$ cat config.mk
export PLATFORM = sky130hd
export DESIGN_NAME = alu_failover_ctrl_flat
export DESIGN_NICKNAME = d
export VERILOG_FILES = /design/src/rtl/alu_failover_ctrl_if.sv /design/src/rtl/alu_failover_ctrl.sv /design/src/flat_wrapper.sv
export SDC_FILE = /design/constraint.sdc
export NUM_CORES = 1
export LEC_CHECK = 0
export BUFFER_PORTS_ARGS = -buffer_cell sky130_fd_sc_hd__buf_2
export CORE_AREA = 8 8 57 77
export DETAILED_ROUTE_END_ITERATION = 10
export DIE_AREA = 0 0 65 85
export PLACE_DENSITY = 0.64
export SETUP_SLACK_MARGIN = 0.1
export SLEW_MARGIN = 20
export SYNTH_ARGS = -nofsm -noshare
export SYNTH_HDL_FRONTEND = slang
export SYNTH_SLANG_ARGS = --single-unit
$ cat constraint.sdc
create_clock -name clk -period 3.5 [get_ports clk]
set_input_delay 0.175 -clock clk [delete_from_list [all_inputs] [get_ports clk]]
set_output_delay 0.175 -clock clk [all_outputs]
set_load 0.01 [all_outputs]
$ cat src/rtl/alu_failover_ctrl_if.sv
// Bus for the ALU failover controller. It carries the per-result error flags in
// and the mux select, qualified valid and health status out.
interface alu_failover_ctrl_if #(
    parameter int CNT_W = 4
);
    logic             valid;
    logic             err_a;
    logic             err_b;
    logic             clear;
    logic             s;
    logic             out_valid;
    logic             switch_pulse;
    logic             fault;
    logic [1:0]       state;
    logic [CNT_W-1:0] err_cnt;
    logic [7:0]       switch_count;

    modport master (
        output valid, err_a, err_b, clear,
        input  s, out_valid, switch_pulse, fault, state, err_cnt, switch_count
    );

    modport slave (
        input  valid, err_a, err_b, clear,
        output s, out_valid, switch_pulse, fault, state, err_cnt, switch_count
    );
endinterface

$ cat src/rtl/alu_failover_ctrl.sv
// Failover sequencer for the primary/spare ALU result mux. It counts consecutive
// errors on the active unit, switches to the spare, and declares a permanent fault.
module alu_failover_ctrl #(
    parameter int ERR_THRESH = 3,
    parameter int CNT_W      = 4,
    parameter int HOLDOFF    = 2
) (
    input logic                clk,
    input logic                rst_n,
    alu_failover_ctrl_if.slave bus
);
    typedef enum logic [1:0] {
        PRIMARY = 2'b00,
        SWITCH  = 2'b01,
        SPARE   = 2'b10,
        FAILED  = 2'b11
    } state_t;

    localparam int TMR_W = (HOLDOFF > 1) ? $clog2(HOLDOFF) : 1;
    localparam logic [TMR_W-1:0] HOLD_INIT = TMR_W'(HOLDOFF - 1);

    state_t           state_q, state_d;
    logic             s_q, s_d;
    logic             ov_q, ov_d;
    logic             pulse_q, pulse_d;
    logic             fault_q, fault_d;
    logic             spare_bad_q, spare_bad_d;
    logic [CNT_W-1:0] cnt_q, cnt_d;
    logic [7:0]       swc_q, swc_d;
    logic [TMR_W-1:0] tmr_q, tmr_d;

    logic [CNT_W:0]   cnt_inc;
    logic             hit;
    logic [7:0]       swc_inc;

    assign cnt_inc = {1'b0, cnt_q} + (CNT_W+1)'(1);
    assign hit     = (cnt_inc == (CNT_W+1)'(ERR_THRESH));
    assign swc_inc = (swc_q == 8'hFF) ? swc_q : swc_q + 8'd1;

    always_ff @(posedge clk) begin
        if (!rst_n) begin
            state_q     <= PRIMARY;
            s_q         <= 1'b1;
            ov_q        <= 1'b0;
            pulse_q     <= 1'b0;
            fault_q     <= 1'b0;
            spare_bad_q <= 1'b0;
            cnt_q       <= '0;
            swc_q       <= '0;
            tmr_q       <= '0;
        end else begin
            state_q     <= state_d;
            s_q         <= s_d;
            ov_q        <= ov_d;
            pulse_q     <= pulse_d;
            fault_q     <= fault_d;
            spare_bad_q <= spare_bad_d;
            cnt_q       <= cnt_d;
            swc_q       <= swc_d;
            tmr_q       <= tmr_d;
        end
    end

    always_comb begin
        state_d     = state_q;
        s_d         = s_q;
        ov_d        = 1'b0;
        pulse_d     = 1'b0;
        fault_d     = fault_q;
        spare_bad_d = spare_bad_q;
        cnt_d       = cnt_q;
        swc_d       = swc_q;
        tmr_d       = tmr_q;

        if (bus.clear) begin
            state_d     = PRIMARY;
            s_d         = 1'b1;
            cnt_d       = '0;
            fault_d     = 1'b0;
            spare_bad_d = 1'b0;
            tmr_d       = '0;
        end else begin
            case (state_q)
                PRIMARY: begin
                    ov_d = bus.valid & ~bus.err_a;
                    if (bus.valid && bus.err_b) spare_bad_d = 1'b1;
                    if (bus.valid) begin
                        if (!bus.err_a) begin
                            cnt_d = '0;
                        end else if (hit) begin
                            // Spare health is judged on what was known before this result
                            cnt_d   = '0;
                            s_d     = 1'b0;
                            pulse_d = 1'b1;
                            swc_d   = swc_inc;
                            if (spare_bad_q) begin
                                state_d = FAILED;
                                fault_d = 1'b1;
                            end else begin
                                state_d = SWITCH;
                                tmr_d   = HOLD_INIT;
                            end
                        end else begin
                            cnt_d = cnt_inc[CNT_W-1:0];
                        end
                    end
                end
                SWITCH: begin
                    cnt_d = '0;
                    if (tmr_q == '0) state_d = SPARE;
                    else             tmr_d   = tmr_q - 1'b1;
                end
                SPARE: begin
                    ov_d = bus.valid & ~bus.err_b;
                    if (bus.valid) begin
                        if (!bus.err_b) begin
                            cnt_d = '0;
                        end else if (hit) begin
                            cnt_d   = '0;
                            pulse_d = 1'b1;
                            swc_d   = swc_inc;
                            state_d = FAILED;
                            fault_d = 1'b1;
                        end else begin
                            cnt_d = cnt_inc[CNT_W-1:0];
                        end
                    end
                end
                FAILED: begin
                    fault_d = 1'b1;
                end
                default: state_d = PRIMARY;
            endcase
        end
    end

    assign bus.s            = s_q;
    assign bus.out_valid    = ov_q;
    assign bus.switch_pulse = pulse_q;
    assign bus.fault        = fault_q;
    assign bus.state        = state_q;
    assign bus.err_cnt      = cnt_q;
    assign bus.switch_count = swc_q;
endmodule

$ cat src/flat_wrapper.sv
// flat-port wrapper written by rule: the top's interface ports become plain ports
module alu_failover_ctrl_flat 
#(
    parameter int ERR_THRESH = 3,
    parameter int CNT_W      = 4,
    parameter int HOLDOFF    = 2
)
  (clk, rst_n, bus_valid, bus_err_a, bus_err_b, bus_clear, bus_s, bus_out_valid, bus_switch_pulse, bus_fault, bus_state, bus_err_cnt, bus_switch_count);
  alu_failover_ctrl_if #(.CNT_W(CNT_W)) bus_i ();
  input logic clk;
  input logic rst_n;
  input wire logic [$bits(bus_i.valid)-1:0] bus_valid;
  input wire logic [$bits(bus_i.err_a)-1:0] bus_err_a;
  input wire logic [$bits(bus_i.err_b)-1:0] bus_err_b;
  input wire logic [$bits(bus_i.clear)-1:0] bus_clear;
  output wire logic [$bits(bus_i.s)-1:0] bus_s;
  output wire logic [$bits(bus_i.out_valid)-1:0] bus_out_valid;
  output wire logic [$bits(bus_i.switch_pulse)-1:0] bus_switch_pulse;
  output wire logic [$bits(bus_i.fault)-1:0] bus_fault;
  output wire logic [$bits(bus_i.state)-1:0] bus_state;
  output wire logic [$bits(bus_i.err_cnt)-1:0] bus_err_cnt;
  output wire logic [$bits(bus_i.switch_count)-1:0] bus_switch_count;
  assign bus_i.valid = bus_valid;
  assign bus_i.err_a = bus_err_a;
  assign bus_i.err_b = bus_err_b;
  assign bus_i.clear = bus_clear;
  assign bus_s = bus_i.s;
  assign bus_out_valid = bus_i.out_valid;
  assign bus_switch_pulse = bus_i.switch_pulse;
  assign bus_fault = bus_i.fault;
  assign bus_state = bus_i.state;
  assign bus_err_cnt = bus_i.err_cnt;
  assign bus_switch_count = bus_i.switch_count;
  alu_failover_ctrl #(.ERR_THRESH(ERR_THRESH), .CNT_W(CNT_W), .HOLDOFF(HOLDOFF)) u_core (.clk(clk), .rst_n(rst_n), .bus(bus_i));
endmodule
==> results.py <==
metrics = {
    "clock_tree": {
        "numCtsBuffers": 3,
        "clkSinkCount": 20,
        "htreeDepth": 1,
        "cts_tree": "done",
        "clock_latency_ns": 0.26,
        "clkSlewWorstSetupHoldPaths_ns": 0.08,
        "postCtsHoldBufs": 0,
        "cts_buffer_depth": 2,
        "postCtsResizedCells": 0,
        "clockRootBuffer": "clkbuf_8",
        "cts_setup_buffers": 0,
    },
    "cells_and_area": {
        "drive_above_1_share": 0.212,
        "finalNonFillerCells": 196,
        "syn2layout_area_growth_pct": 17.9,
        "layout.nets": 171,
        "num_antenna_cells": 0,
        "fill_cells": 340,
    },
    "pwr": {
        "combinationalPowerShare": 0.048,
        "p_int_w": 0.000390,
        "p_sw_w": 0.0000939,
        "peakVddDrop_mv": 0.257,
        "p_per_area_nw_per_um2": 357,
        "sw_frac_of_total": 0.194,
        "leakagePower_nw": 0.571,
        "power_frac_seq": 0.474,
        "clkPwrFrac": 0.478,
    },
    "grt": {
        "use_met1": 0.109,
        "gr-usage-met2": 0.180,
        "grt_overflow": 0,
        "grtUsageMet3": 0.0303,
        "grt_pass1_vias": 1086,
        "grt_usage": 0.102,
        "grt_max_degree": 13,
        "antenna_found_initial": 0,
        "grt_pass1_wl_mm": 4.71,
        "grt_busiest_layer": "met2",
    },
    "worst_setup_path": {
        "crit_type": "register to register",
        "cp-end-kind": "register",
        "required_ns": 3.70,
        "arrival_ns": 2.66,
        "critPathLaunchType": "register",
        "cp_max_fo": 9,
    },
    "synth": {
        "synth_edf_count": 0,
        "ys_ff_latch": 20,
        "synth_nets": 147,
        "synth_area_um2": 1150,
        "syn_area_per_cell_um2": 8.65,
        "ys.flop_type": "dfxtp_1",
        "yosys.area.top_type_share": 0.348,
        "yosysSeqAreaShare": 0.348,
        "synth_cell_types": 39,
        "synth.top_cells.by_count": "20 x dfxtp_1, 13 x nand2_1, 10 x a21oi_1",
        "synth-async-reset-ratio": 0,
        "syn_inst": 133,
        "synth_most_common_cell": "dfxtp_1",
        "yosys.area.top_type": "dfxtp_1",
        "yosysWarningCount": 0,
        "synth_area_leaders": "dfxtp_1 35%, ha_1 8.7%, a21oi_1 4.3%, nand2_1 4.2%, o21ai_0 3.5%",
    },
    "placement": {
        "port_buffers": 23,
        "routabilityCongestion": 0.778,
        "dp_cells": 192,
        "place_ws_ns": 1.04,
        "hpwl_mm": 2.13,
    },
    "die": {
        "rows": 25,
        "io_pins": 24,
        "die_width_um": 65,
        "die_h_um": 85,
        "coreArea_um2": 3280,
        "initial_core_util": 0.350,
        "die_area_um2": 5530,
    },
    "timing": {
        "max_slew_margin": 0.502,
        "slew_violations": 0,
        "finalCritPeriodShare": 0.704,
        "finalSetupTns_ns": 0,
        "hold_violations": 0,
        "layout_min_cycle_time_ns": 2.46,
        "finalSetupViolations": 0,
        "tightest_slew_ns": 0.740,
        "setup_ws_ns": 1.04,
        "rsz0062_at_grt": "no",
        "finalClockSkew_ns": 0.00323,
        "max_freq_ghz": 0.406,
    },
    "run_status": {
        "status": "finished, final reports clean",
    },
    "hold_path": {
        "min_path_type": "input pin to register",
    },
    "drt": {
        "firstDrtPassIters": 4,
        "wl_mm": 2.73,
        "routedWlPerCell_um": 13.9,
        "routed-via-count": 1070,
        "drc_errors": 0,
        "drt-vias-per-instance": 5.46,
        "drt_iter0_markers": 28,
        "ant_nets": 0,
    },
    "job": {
        "drv_cap": 0,
    },
}
## sequential cells by signal (all words and copies together), names as in the netlist
name,flops
u_core.bus.err_cnt,4
u_core.bus.fault,1
u_core.bus.out_valid,1
u_core.bus.s,1
u_core.bus.state,2
u_core.bus.switch_count,8
u_core.bus.switch_pulse,1
u_core.spare_bad_q,1
u_core.tmr_q,1
## cell families (layout without fill, tap and decap cells)
family | count (synthesis) | in the layout | synth area share
buf+inv | 9 | 32 | 0.0424
xor+xnor | 2 | 2 | 0.0152
compound gates | 31 | 31 | 0.165
simple gates | 59 | 59 | 0.303
flops | 20 | 20 | 0.348
mux | 4 | 4 | 0.0391
fa+ha+maj | 8 | 8 | 0.0870
## worst max-delay path, stage by stage, from the launching register on
cell      delay, ns
dfxtp_1        0.43
inv_1          0.11
ha_1           0.32
mux2_4         0.24
nand4b_2       0.11
or4_4          0.56
or4_1          0.49
a21boi_1       0.14
## power by group through the flow
stage	logic, W	clock network [W]	registers (W)
after floorplan	0.0000135	0	0.000235
after global placement	0.0000226	0	0.000235
after detailed placement	0.0000230	0	0.000235
after CTS	0.0000231	0.000237	0.000230
after global routing	0.0000258	0.000247	0.000230
final	0.0000230	0.000232	0.000230
## layout make-up
type	instances	area, um^2	share of cell area
Sequential cell	20	400	0.295
Timing Repair Buffer	23	115	0.0848
Clock buffer	3	41.3	0.0304
Inverter	5	18.8	0.0138
Multi-Input combinational cell	104	702	0.517
Clock inverter	1	30.0	0.0221
Tap cell	40	50.0	0.0369
## placed cells by master, fill, tap and decap left out
cell type,count
nand4bb_1,1
nand4b_1,2
or4b_2,1
o21ai_0,8
nand2_1,13
a311o_1,1
ha_1,8
dfxtp_1,20
bufinv_16,1
a31oi_1,2
nor2b_1,6
inv_1,5
nand4b_2,1
xnor2_1,1
a21boi_1,3
a21o_1,1
and3_1,2
or3_1,3
o41ai_1,1
xor2_1,1
o31ai_1,3
mux2_4,1
nand4_1,1
nor4b_1,1
nor4_1,1
mux2i_1,3
or3b_2,2
nor2_1,7
o22ai_1,1
and2_1,3
or4_4,1
nor3_1,1
or4_1,2
nand3b_1,1
a21oi_1,10
nand2b_1,4
clkbuf_8,3
nand3_1,6
a32o_1,1
buf_2,23
## through the flow
step / power (W) / utilization / hold WS (ns) / area (um^2)
after CTS: 0.000490 / 0.413 / 0.213 / 1360
final: 0.000484 / 0.413 / 0.210 / 1360
after global placement: 0.000258 / 0.392 / 0.436 / 1290
after detailed placement: 0.000258 / 0.392 / 0.439 / 1290
after floorplan: 0.000249 / - / 0.291 / 1150
after global routing: 0.000502 / 0.413 / 0.237 / 1360
## worst paths after layout
check                                    startpoint                          to  slack, ns  depth (start not counted)
worst max-delay path            u_core.bus.state[0]  u_core.bus.switch_count[5]       1.04                          7
worst min-delay path                      bus_valid        u_core.bus.out_valid       0.21                          3
worst max register to register  u_core.bus.state[0]  u_core.bus.switch_count[5]       1.04                          7
worst min register to register         u_core.bus.s                u_core.bus.s       0.47                          1
## per-layer routing
| metal | wire length [um] | vias up |
|---|---|---|
| li1 | - | 524 |
| met1 | 1220 | 519 |
| met2 | 1320 | 23 |
| met3 | 161 | 4 |
| met4 | 25 | 0 |
| met5 | 0 | - |
(Power assumes the default switching activity.)
